--- src/rtl/voice_alloc_if.sv ---
// Event, free and issue signals between the MIDI decoder/sample engine and the voice allocator.
// master drives events and frees; slave is the allocator.
interface voice_alloc_if #(
   parameter int unsigned VOICE_BITS = 7
);
   logic                  ev_valid;
   logic                  ev_ready;
   logic                  ev_on;
   logic [6:0]            ev_note;
   logic [3:0]            ev_channel;
   logic [6:0]            ev_velocity;
   logic                  free_valid;
   logic [VOICE_BITS-1:0] free_voice;
   logic                  out_pressed;
   logic                  out_released;
   logic [7:0]            out_addr;
   logic [6:0]            out_note;
   logic [3:0]            out_channel;
   logic [6:0]            out_velocity;
   logic                  stolen;
   logic [VOICE_BITS:0]   active_count;

   modport master (
      output ev_valid, ev_on, ev_note, ev_channel, ev_velocity, free_valid, free_voice,
      input  ev_ready, out_pressed, out_released, out_addr, out_note, out_channel,
             out_velocity, stolen, active_count
   );

   modport slave (
      input  ev_valid, ev_on, ev_note, ev_channel, ev_velocity, free_valid, free_voice,
      output ev_ready, out_pressed, out_released, out_addr, out_note, out_channel,
             out_velocity, stolen, active_count
   );
endinterface

--- src/rtl/voice_alloc.sv ---
// Polyphonic voice allocator: maps note-on/off events to synth voice slots with retrigger,
// free-slot reuse and oldest-voice stealing, via a sequential scan of the slot table.
module voice_alloc #(
   parameter int unsigned VOICE_BITS = 7
) (
   input logic            i_clk96,
   input logic            i_rst,
   voice_alloc_if.slave   io_bus
);
   localparam int unsigned NumVoices = 2 ** VOICE_BITS;
   localparam logic [VOICE_BITS:0] MaxCount = (VOICE_BITS + 1)'(NumVoices);
   localparam logic [VOICE_BITS:0] OneCount = (VOICE_BITS + 1)'(1);

   typedef enum logic [1:0] {StIdle, StScan, StIssue} state_e;
   typedef logic [VOICE_BITS-1:0] slot_t;

   state_e              r_state;
   logic                r_ready;
   logic [VOICE_BITS:0] r_idx;
   logic [NumVoices-1:0] r_busy;
   logic [NumVoices-1:0] r_held;
   logic [15:0]         r_stamp_ctr;
   logic [VOICE_BITS:0] r_active;

   logic                r_ev_on;
   logic [6:0]          r_ev_note;
   logic [3:0]          r_ev_ch;
   logic [6:0]          r_ev_vel;

   // Slot table payload: 1-cycle read RAM, no reset.
   logic [6:0]          r_note_mem  [NumVoices];
   logic [3:0]          r_chan_mem  [NumVoices];
   logic [15:0]         r_stamp_mem [NumVoices];

   logic                r_rd_vld;
   slot_t               r_rd_slot;
   logic                r_rd_busy;
   logic                r_rd_held;
   logic [6:0]          r_rd_note;
   logic [3:0]          r_rd_chan;
   logic [15:0]         r_rd_stamp;

   logic                r_match_vld, r_free_vld, r_rel_vld, r_old_vld;
   slot_t               r_match_idx, r_free_idx, r_rel_idx, r_old_idx;
   logic [15:0]         r_rel_age, r_old_age;

   slot_t               r_sel;
   logic                r_wr_on;
   logic                r_wr_off;

   logic                r_pressed;
   logic                r_released;
   logic                r_stolen;
   logic [7:0]          r_out_addr;
   logic [6:0]          r_out_note;
   logic [3:0]          r_out_ch;
   logic [6:0]          r_out_vel;

   logic                w_match_vld, w_free_vld, w_rel_vld, w_old_vld;
   slot_t               w_match_idx, w_free_idx, w_rel_idx, w_old_idx;
   logic [15:0]         w_rel_age, w_old_age;
   logic [15:0]         w_age;
   slot_t               w_on_sel;
   logic                w_steal;
   logic                w_issue_on;
   logic                w_inc;
   logic                w_dec;

   always_comb begin
      w_age       = r_stamp_ctr - r_rd_stamp;
      w_match_vld = r_match_vld;
      w_match_idx = r_match_idx;
      w_free_vld  = r_free_vld;
      w_free_idx  = r_free_idx;
      w_rel_vld   = r_rel_vld;
      w_rel_idx   = r_rel_idx;
      w_rel_age   = r_rel_age;
      w_old_vld   = r_old_vld;
      w_old_idx   = r_old_idx;
      w_old_age   = r_old_age;
      if (r_rd_vld) begin
         if (!r_match_vld && r_rd_busy && r_rd_held && (r_rd_note == r_ev_note) &&
             (r_rd_chan == r_ev_ch)) begin
            w_match_vld = 1'b1;
            w_match_idx = r_rd_slot;
         end
         if (!r_free_vld && !r_rd_busy) begin
            w_free_vld = 1'b1;
            w_free_idx = r_rd_slot;
         end
         // Strict compare keeps the lowest index on equal age.
         if (r_rd_busy && !r_rd_held && (!r_rel_vld || (w_age > r_rel_age))) begin
            w_rel_vld = 1'b1;
            w_rel_idx = r_rd_slot;
            w_rel_age = w_age;
         end
         if (r_rd_busy && (!r_old_vld || (w_age > r_old_age))) begin
            w_old_vld = 1'b1;
            w_old_idx = r_rd_slot;
            w_old_age = w_age;
         end
      end
      w_on_sel = w_old_idx;
      if (w_rel_vld) w_on_sel = w_rel_idx;
      if (w_free_vld) w_on_sel = w_free_idx;
      if (w_match_vld) w_on_sel = w_match_idx;
      w_steal = !w_match_vld && !w_free_vld;
   end

   always_comb begin
      w_issue_on = (r_state == StIssue) && r_wr_on;
      w_inc      = w_issue_on && !r_busy[r_sel];
      w_dec      = io_bus.free_valid && r_busy[io_bus.free_voice] &&
                   !(w_issue_on && (io_bus.free_voice == r_sel));
   end

   always_ff @(posedge i_clk96) begin
      if (w_issue_on) begin
         r_note_mem[r_sel]  <= r_ev_note;
         r_chan_mem[r_sel]  <= r_ev_ch;
         r_stamp_mem[r_sel] <= r_stamp_ctr;
      end
      if ((r_state == StScan) && !r_idx[VOICE_BITS]) begin
         r_rd_note  <= r_note_mem[r_idx[VOICE_BITS-1:0]];
         r_rd_chan  <= r_chan_mem[r_idx[VOICE_BITS-1:0]];
         r_rd_stamp <= r_stamp_mem[r_idx[VOICE_BITS-1:0]];
      end
   end

   always_ff @(posedge i_clk96) begin
      if (i_rst) begin
         r_state     <= StIdle;
         r_ready     <= 1'b0;
         r_idx       <= '0;
         r_busy      <= '0;
         r_held      <= '0;
         r_stamp_ctr <= '0;
         r_active    <= '0;
         r_ev_on     <= 1'b0;
         r_ev_note   <= '0;
         r_ev_ch     <= '0;
         r_ev_vel    <= '0;
         r_rd_vld    <= 1'b0;
         r_rd_slot   <= '0;
         r_rd_busy   <= 1'b0;
         r_rd_held   <= 1'b0;
         r_match_vld <= 1'b0;
         r_free_vld  <= 1'b0;
         r_rel_vld   <= 1'b0;
         r_old_vld   <= 1'b0;
         r_match_idx <= '0;
         r_free_idx  <= '0;
         r_rel_idx   <= '0;
         r_old_idx   <= '0;
         r_rel_age   <= '0;
         r_old_age   <= '0;
         r_sel       <= '0;
         r_wr_on     <= 1'b0;
         r_wr_off    <= 1'b0;
         r_pressed   <= 1'b0;
         r_released  <= 1'b0;
         r_stolen    <= 1'b0;
         r_out_addr  <= '0;
         r_out_note  <= '0;
         r_out_ch    <= '0;
         r_out_vel   <= '0;
      end else begin
         r_pressed  <= 1'b0;
         r_released <= 1'b0;
         r_stolen   <= 1'b0;

         // Later issue writes below override this clear on the same slot.
         if (io_bus.free_valid) begin
            r_busy[io_bus.free_voice] <= 1'b0;
            r_held[io_bus.free_voice] <= 1'b0;
         end
         if (w_inc && !w_dec && (r_active != MaxCount)) begin
            r_active <= r_active + OneCount;
         end else if (w_dec && !w_inc && (r_active != '0)) begin
            r_active <= r_active - OneCount;
         end

         unique case (r_state)
            StIdle: begin
               if (r_ready && io_bus.ev_valid) begin
                  r_ev_on     <= io_bus.ev_on;
                  r_ev_note   <= io_bus.ev_note;
                  r_ev_ch     <= io_bus.ev_channel;
                  r_ev_vel    <= io_bus.ev_velocity;
                  r_idx       <= '0;
                  r_rd_vld    <= 1'b0;
                  r_match_vld <= 1'b0;
                  r_free_vld  <= 1'b0;
                  r_rel_vld   <= 1'b0;
                  r_old_vld   <= 1'b0;
                  r_ready     <= 1'b0;
                  r_state     <= StScan;
               end else begin
                  r_ready <= 1'b1;
               end
            end
            StScan: begin
               r_rd_vld    <= !r_idx[VOICE_BITS];
               r_rd_slot   <= r_idx[VOICE_BITS-1:0];
               r_rd_busy   <= r_busy[r_idx[VOICE_BITS-1:0]];
               r_rd_held   <= r_held[r_idx[VOICE_BITS-1:0]];
               r_idx       <= r_idx + OneCount;
               r_match_vld <= w_match_vld;
               r_match_idx <= w_match_idx;
               r_free_vld  <= w_free_vld;
               r_free_idx  <= w_free_idx;
               r_rel_vld   <= w_rel_vld;
               r_rel_idx   <= w_rel_idx;
               r_rel_age   <= w_rel_age;
               r_old_vld   <= w_old_vld;
               r_old_idx   <= w_old_idx;
               r_old_age   <= w_old_age;
               if (r_idx[VOICE_BITS]) begin
                  r_state  <= StIssue;
                  r_wr_on  <= r_ev_on;
                  r_wr_off <= !r_ev_on && w_match_vld;
                  r_sel    <= r_ev_on ? w_on_sel : w_match_idx;
                  if (r_ev_on || w_match_vld) begin
                     r_pressed  <= r_ev_on;
                     r_released <= !r_ev_on;
                     r_stolen   <= r_ev_on && w_steal;
                     r_out_addr <= 8'(r_ev_on ? w_on_sel : w_match_idx);
                     r_out_note <= r_ev_note;
                     r_out_ch   <= r_ev_ch;
                     r_out_vel  <= r_ev_vel;
                  end
               end
            end
            StIssue: begin
               if (r_wr_on) begin
                  r_busy[r_sel] <= 1'b1;
                  r_held[r_sel] <= 1'b1;
                  r_stamp_ctr   <= r_stamp_ctr + 16'd1;
               end
               if (r_wr_off) begin
                  r_held[r_sel] <= 1'b0;
               end
               r_wr_on  <= 1'b0;
               r_wr_off <= 1'b0;
               r_ready  <= 1'b1;
               r_state  <= StIdle;
            end
            default: begin
               r_state <= StIdle;
            end
         endcase
      end
   end

   assign io_bus.ev_ready     = r_ready;
   assign io_bus.out_pressed  = r_pressed;
   assign io_bus.out_released = r_released;
   assign io_bus.out_addr     = r_out_addr;
   assign io_bus.out_note     = r_out_note;
   assign io_bus.out_channel  = r_out_ch;
   assign io_bus.out_velocity = r_out_vel;
   assign io_bus.stolen       = r_stolen;
   assign io_bus.active_count = r_active;
endmodule

--- src/flat_wrapper.sv ---
// flat-port wrapper written by rule: the top's interface ports become plain ports
module voice_alloc_flat 
#(
   parameter int unsigned VOICE_BITS = 7
)
  (i_clk96, i_rst, io_bus_ev_valid, io_bus_ev_on, io_bus_ev_note, io_bus_ev_channel, io_bus_ev_velocity, io_bus_free_valid, io_bus_free_voice, io_bus_ev_ready, io_bus_out_pressed, io_bus_out_released, io_bus_out_addr, io_bus_out_note, io_bus_out_channel, io_bus_out_velocity, io_bus_stolen, io_bus_active_count);
  voice_alloc_if #(.VOICE_BITS(VOICE_BITS)) io_bus_i ();
  input logic i_clk96;
  input logic i_rst;
  input wire logic [$bits(io_bus_i.ev_valid)-1:0] io_bus_ev_valid;
  input wire logic [$bits(io_bus_i.ev_on)-1:0] io_bus_ev_on;
  input wire logic [$bits(io_bus_i.ev_note)-1:0] io_bus_ev_note;
  input wire logic [$bits(io_bus_i.ev_channel)-1:0] io_bus_ev_channel;
  input wire logic [$bits(io_bus_i.ev_velocity)-1:0] io_bus_ev_velocity;
  input wire logic [$bits(io_bus_i.free_valid)-1:0] io_bus_free_valid;
  input wire logic [$bits(io_bus_i.free_voice)-1:0] io_bus_free_voice;
  output wire logic [$bits(io_bus_i.ev_ready)-1:0] io_bus_ev_ready;
  output wire logic [$bits(io_bus_i.out_pressed)-1:0] io_bus_out_pressed;
  output wire logic [$bits(io_bus_i.out_released)-1:0] io_bus_out_released;
  output wire logic [$bits(io_bus_i.out_addr)-1:0] io_bus_out_addr;
  output wire logic [$bits(io_bus_i.out_note)-1:0] io_bus_out_note;
  output wire logic [$bits(io_bus_i.out_channel)-1:0] io_bus_out_channel;
  output wire logic [$bits(io_bus_i.out_velocity)-1:0] io_bus_out_velocity;
  output wire logic [$bits(io_bus_i.stolen)-1:0] io_bus_stolen;
  output wire logic [$bits(io_bus_i.active_count)-1:0] io_bus_active_count;
  assign io_bus_i.ev_valid = io_bus_ev_valid;
  assign io_bus_i.ev_on = io_bus_ev_on;
  assign io_bus_i.ev_note = io_bus_ev_note;
  assign io_bus_i.ev_channel = io_bus_ev_channel;
  assign io_bus_i.ev_velocity = io_bus_ev_velocity;
  assign io_bus_i.free_valid = io_bus_free_valid;
  assign io_bus_i.free_voice = io_bus_free_voice;
  assign io_bus_ev_ready = io_bus_i.ev_ready;
  assign io_bus_out_pressed = io_bus_i.out_pressed;
  assign io_bus_out_released = io_bus_i.out_released;
  assign io_bus_out_addr = io_bus_i.out_addr;
  assign io_bus_out_note = io_bus_i.out_note;
  assign io_bus_out_channel = io_bus_i.out_channel;
  assign io_bus_out_velocity = io_bus_i.out_velocity;
  assign io_bus_stolen = io_bus_i.stolen;
  assign io_bus_active_count = io_bus_i.active_count;
  voice_alloc #(.VOICE_BITS(VOICE_BITS)) u_core (.i_clk96(i_clk96), .i_rst(i_rst), .io_bus(io_bus_i));
endmodule
--- config.mk ---
export PLATFORM = sky130hd
export DESIGN_NAME = voice_alloc_flat
export DESIGN_NICKNAME = d
export VERILOG_FILES = /design/src/rtl/voice_alloc_if.sv /design/src/rtl/voice_alloc.sv /design/src/flat_wrapper.sv
export SDC_FILE = /design/constraint.sdc
export NUM_CORES = 2
export LEC_CHECK = 0
export CAP_MARGIN = 20
export CORE_UTILIZATION = 35
export DETAILED_ROUTE_END_ITERATION = 7
export GPL_ROUTABILITY_DRIVEN = 0
export GPL_TIMING_DRIVEN = 1
export PLACE_DENSITY = 0.53
export SLEW_MARGIN = 20
export SYNTH_ARGS = -nofsm -noshare
export SYNTH_HDL_FRONTEND = slang
export SYNTH_SLANG_ARGS = --single-unit
--- constraint.sdc ---
create_clock -name i_clk96 -period 9.2 [get_ports i_clk96]
set_input_delay 1.84 -clock i_clk96 [delete_from_list [all_inputs] [get_ports i_clk96]]
set_output_delay 1.84 -clock i_clk96 [all_outputs]
set_load 0.05 [all_outputs]
==> flow_summary.toml <==
[power]
p_leak_nw = 54.7
vdd_ir_drop_max_v = 0.000147
power.total_w = 0.0365
p_per_area_mw_per_mm2 = 207

[clock_tree]
clock_latency_ns = 0.99
numCtsBuffers = 390
cts_tree = "done"
cts_hold_buf = 0
clockBufferDepth = 4
cts-resized-gates = 0
post-cts-setup-buffers = 0
cts_root_buffer = "clkbuf_16"
h-tree-depth = 5
path_clk_slew_ns = 0.06
clock-sinks = 3904

[sta]
setup_viol = 0
slew_headroom_pct = 21.9
rsz0062_at_grt = "false"
drv_slew = 0
final.min_clock_period_ns = 6.25
hold_viol = 0
tns_ns = 0
worstMarginPinSlew_ns = 1.16
min_period_over_period_pct = 68.0
skew_ns = 0.0628
clock.fmax_mhz = 160

[synthesis]
yosys.area.top_type_share_pct = 67.6
syn_nets = 7762
synth_edf_count = 3483
syn-cell-area_mm2 = 0.155
async_reset_ff_share_pct = 0
synthFlopType = "edfxtp_1"
synth.distinct_cells = 82
yosysWarnings = 0
ys_top_cells_by_area = "edfxtp_1 68%, mux4_2 18%, dfxtp_1 5.4%"
synthCells = 7675
synth-seq-area-share_pct = 73.1
syn_avg_cell_area_um2 = 20.2
synth-seq-cells = 3904
yosysTopAreaCell = "edfxtp_1"

[worst_setup_path]
slowest_delay_ns = 0.95
required_ns = 10.06
critPathMaxFanout = 18
worstPathArrival_ns = 7.11
start_kind = "input pin"
slowest_stage = "clkdlybuf4s50_1"
cp_cell_sequence = "clkdlybuf4s50_1, nand4_1, nand2b_1, a21oi_1, a21oi_1, and4_1, a31o_2, o211ai_1, ha_1, a21o_1, a21oi_1, o21bai_1, a21oi_1, o21a_1, o21ai_0, mux4_2, and2_1"
crit_path_end_kind = "flip-flop"
cpMostUsedCell = "a21oi_1"
critPathKind = "in -> reg"

[cells_and_area]
final_common_cell = "edfxtp_1"
synthToLayoutAreaGrowth_pct = 13.9
layout_common_cells = "3483 x edfxtp_1, 1248 x mux4_2, 628 x nand2_1"
finalNetCount = 8029
layout-drive-gt1-share_pct = 26.9

[floorplanning]
start_util_pct = 35.2
die_area_mm2 = 0.445
core.rowCount = 243
core_region_area_mm2 = 0.439
fp.dieW_um = 667
ios = 68
die_y_um = 667

[route]
firstDrtPassIters = 6
viasPerCell = 5.67
num_vias = 80300
wirelength_um = 458000
antenna_left = 0
drc = 0
dr.first_iter.drc_count = 9856
wl_per_cell_um = 32.3

[status]
outcome = "finished, final reports clean"

[global_route]
antenna_found_initial = 48
grt_max_degree = 119
grt_overflow = 0
grt_pass1_vias = 81100
grt_pass1_wl_um = 639000
grtUsageTotal_pct = 20.3

[min_path]
hold_class = "reg -> reg"

[placement]
dpl.hpwl_um = 256000
io_buffer_count = 66

[job]
maxCapViolCount = 0
area by class of cell:
type                    count  area [um2]
fillers                 38800      263000
flip-flops and latches   3904      113000
multi-input cells        3113       39200
clock buffers             473       10200
well taps                5880        7360
repair buffers            330        2900
clock inverters           233        2500
inverters                 203         762
diodes                     30        75.1
worst paths after layout:
check                        start                             to  slack, ns  cells after the start
min             u_core.r_ev_vel[2]  u_core.io_bus.out_velocity[2]       0.45                      2
max           io_bus_free_voice[4]  u_core.io_bus.active_count[7]       2.95                     17
min reg2reg     u_core.r_ev_vel[2]  u_core.io_bus.out_velocity[2]       0.45                      2
max reg2reg  u_core.r_stamp_ctr[1]                u_core.r_sel[4]       3.08                     17
flip-flops by register name (all words and copies together) (netlist names), 8 cells and up:
signal and cells:
u_core.r_stamp_mem 2048, u_core.r_note_mem 896, u_core.r_chan_mem 512, u_core.r_busy 128, u_core.r_held 128, u_core.r_old_age 16, u_core.r_rd_stamp 16, u_core.r_rel_age 16
u_core.r_stamp_ctr 16, u_core.io_bus.active_count 8, u_core.r_idx 8
logic make-up (layout without fill, tap and decap cells):
| family | Yosys count | after routing | share of synthesized area [%] |
|---|---|---|---|
| other cells | 1 | 31 | 0.00242 |
| flops | 3904 | 3904 | 73.1 |
| simple gates | 997 | 997 | 2.74 |
| xor+xnor | 50 | 50 | 0.288 |
| mux | 1365 | 1365 | 19.0 |
| fa+ha+maj | 57 | 57 | 0.471 |
| buf+inv | 658 | 1239 | 1.68 |
| compound gates | 643 | 643 | 2.74 |
layer usage:
| layer | global-route usage [%] | vias up | wire [um] |
|---|---|---|---|
| li1 | - | 32300 | - |
| met1 | 28.8 | 43800 | 194000 |
| met2 | 31.7 | 3583 | 213000 |
| met3 | 4.12 | 649 | 37200 |
| met4 | 6.04 | 12 | 14300 |
| met5 | 0 | - | 77 |
worst max-delay path: cells and delay by family:
| kind | cells | cell delay, ns |
|---|---|---|
| buf+inv | 1 | 0.95 |
| compound gates | 10 | 1.98 |
| simple gates | 4 | 1.46 |
| fa+ha+maj | 1 | 0.37 |
| mux | 1 | 0.45 |
where the power goes:
group / leakage, nW / internal, W / switching (W)
logic: 12.2 / 0.000555 / 0.000720
registers: 36.2 / 0.0191 / 0.0000616
clock network: 6.20 / 0.00913 / 0.00686
synthesized netlist by cell type (9+ instances only):
master	number
edfxtp_1	3483
mux4_2	1248
nand2_1	628
dfxtp_1	421
clkbuf_1	329
a21oi_1	251
inv_1	201
nor2_1	152
a221oi_1	148
o21ai_0	93
mux2i_1	64
buf_2	61
buf_1	57
ha_1	55
nand3_1	47
mux2_2	43
nor3_1	39
xnor2_1	31
nand2b_1	20
nor2b_1	19
xor2_1	18
and3_1	17
a22oi_1	14
nand4_1	14
a21o_1	13
o311ai_0	13
o31ai_1	12
and2_1	11
a221o_1	10
or3_1	10
o21a_1	9
per-stage QoR:
stage | util, % | std cells | setup slack, ns | area (um2) | hold slack (ns)
2_1_floorplan | - | 7675 | 2.69 | 155000 | 0.432
3_3_place_gp | 37.2 | 13400 | 2.07 | 163000 | 0.435
3_5_place_dp | 37.2 | 13400 | 2.11 | 163000 | 0.447
4_1_cts | 40.1 | 14100 | 3.18 | 176000 | 0.456
5_1_grt | 40.1 | 14200 | 2.77 | 176000 | 0.471
6_report | 40.1 | 14200 | 2.95 | 176000 | 0.451
Note: power is estimated with default switching activity, not from simulation.
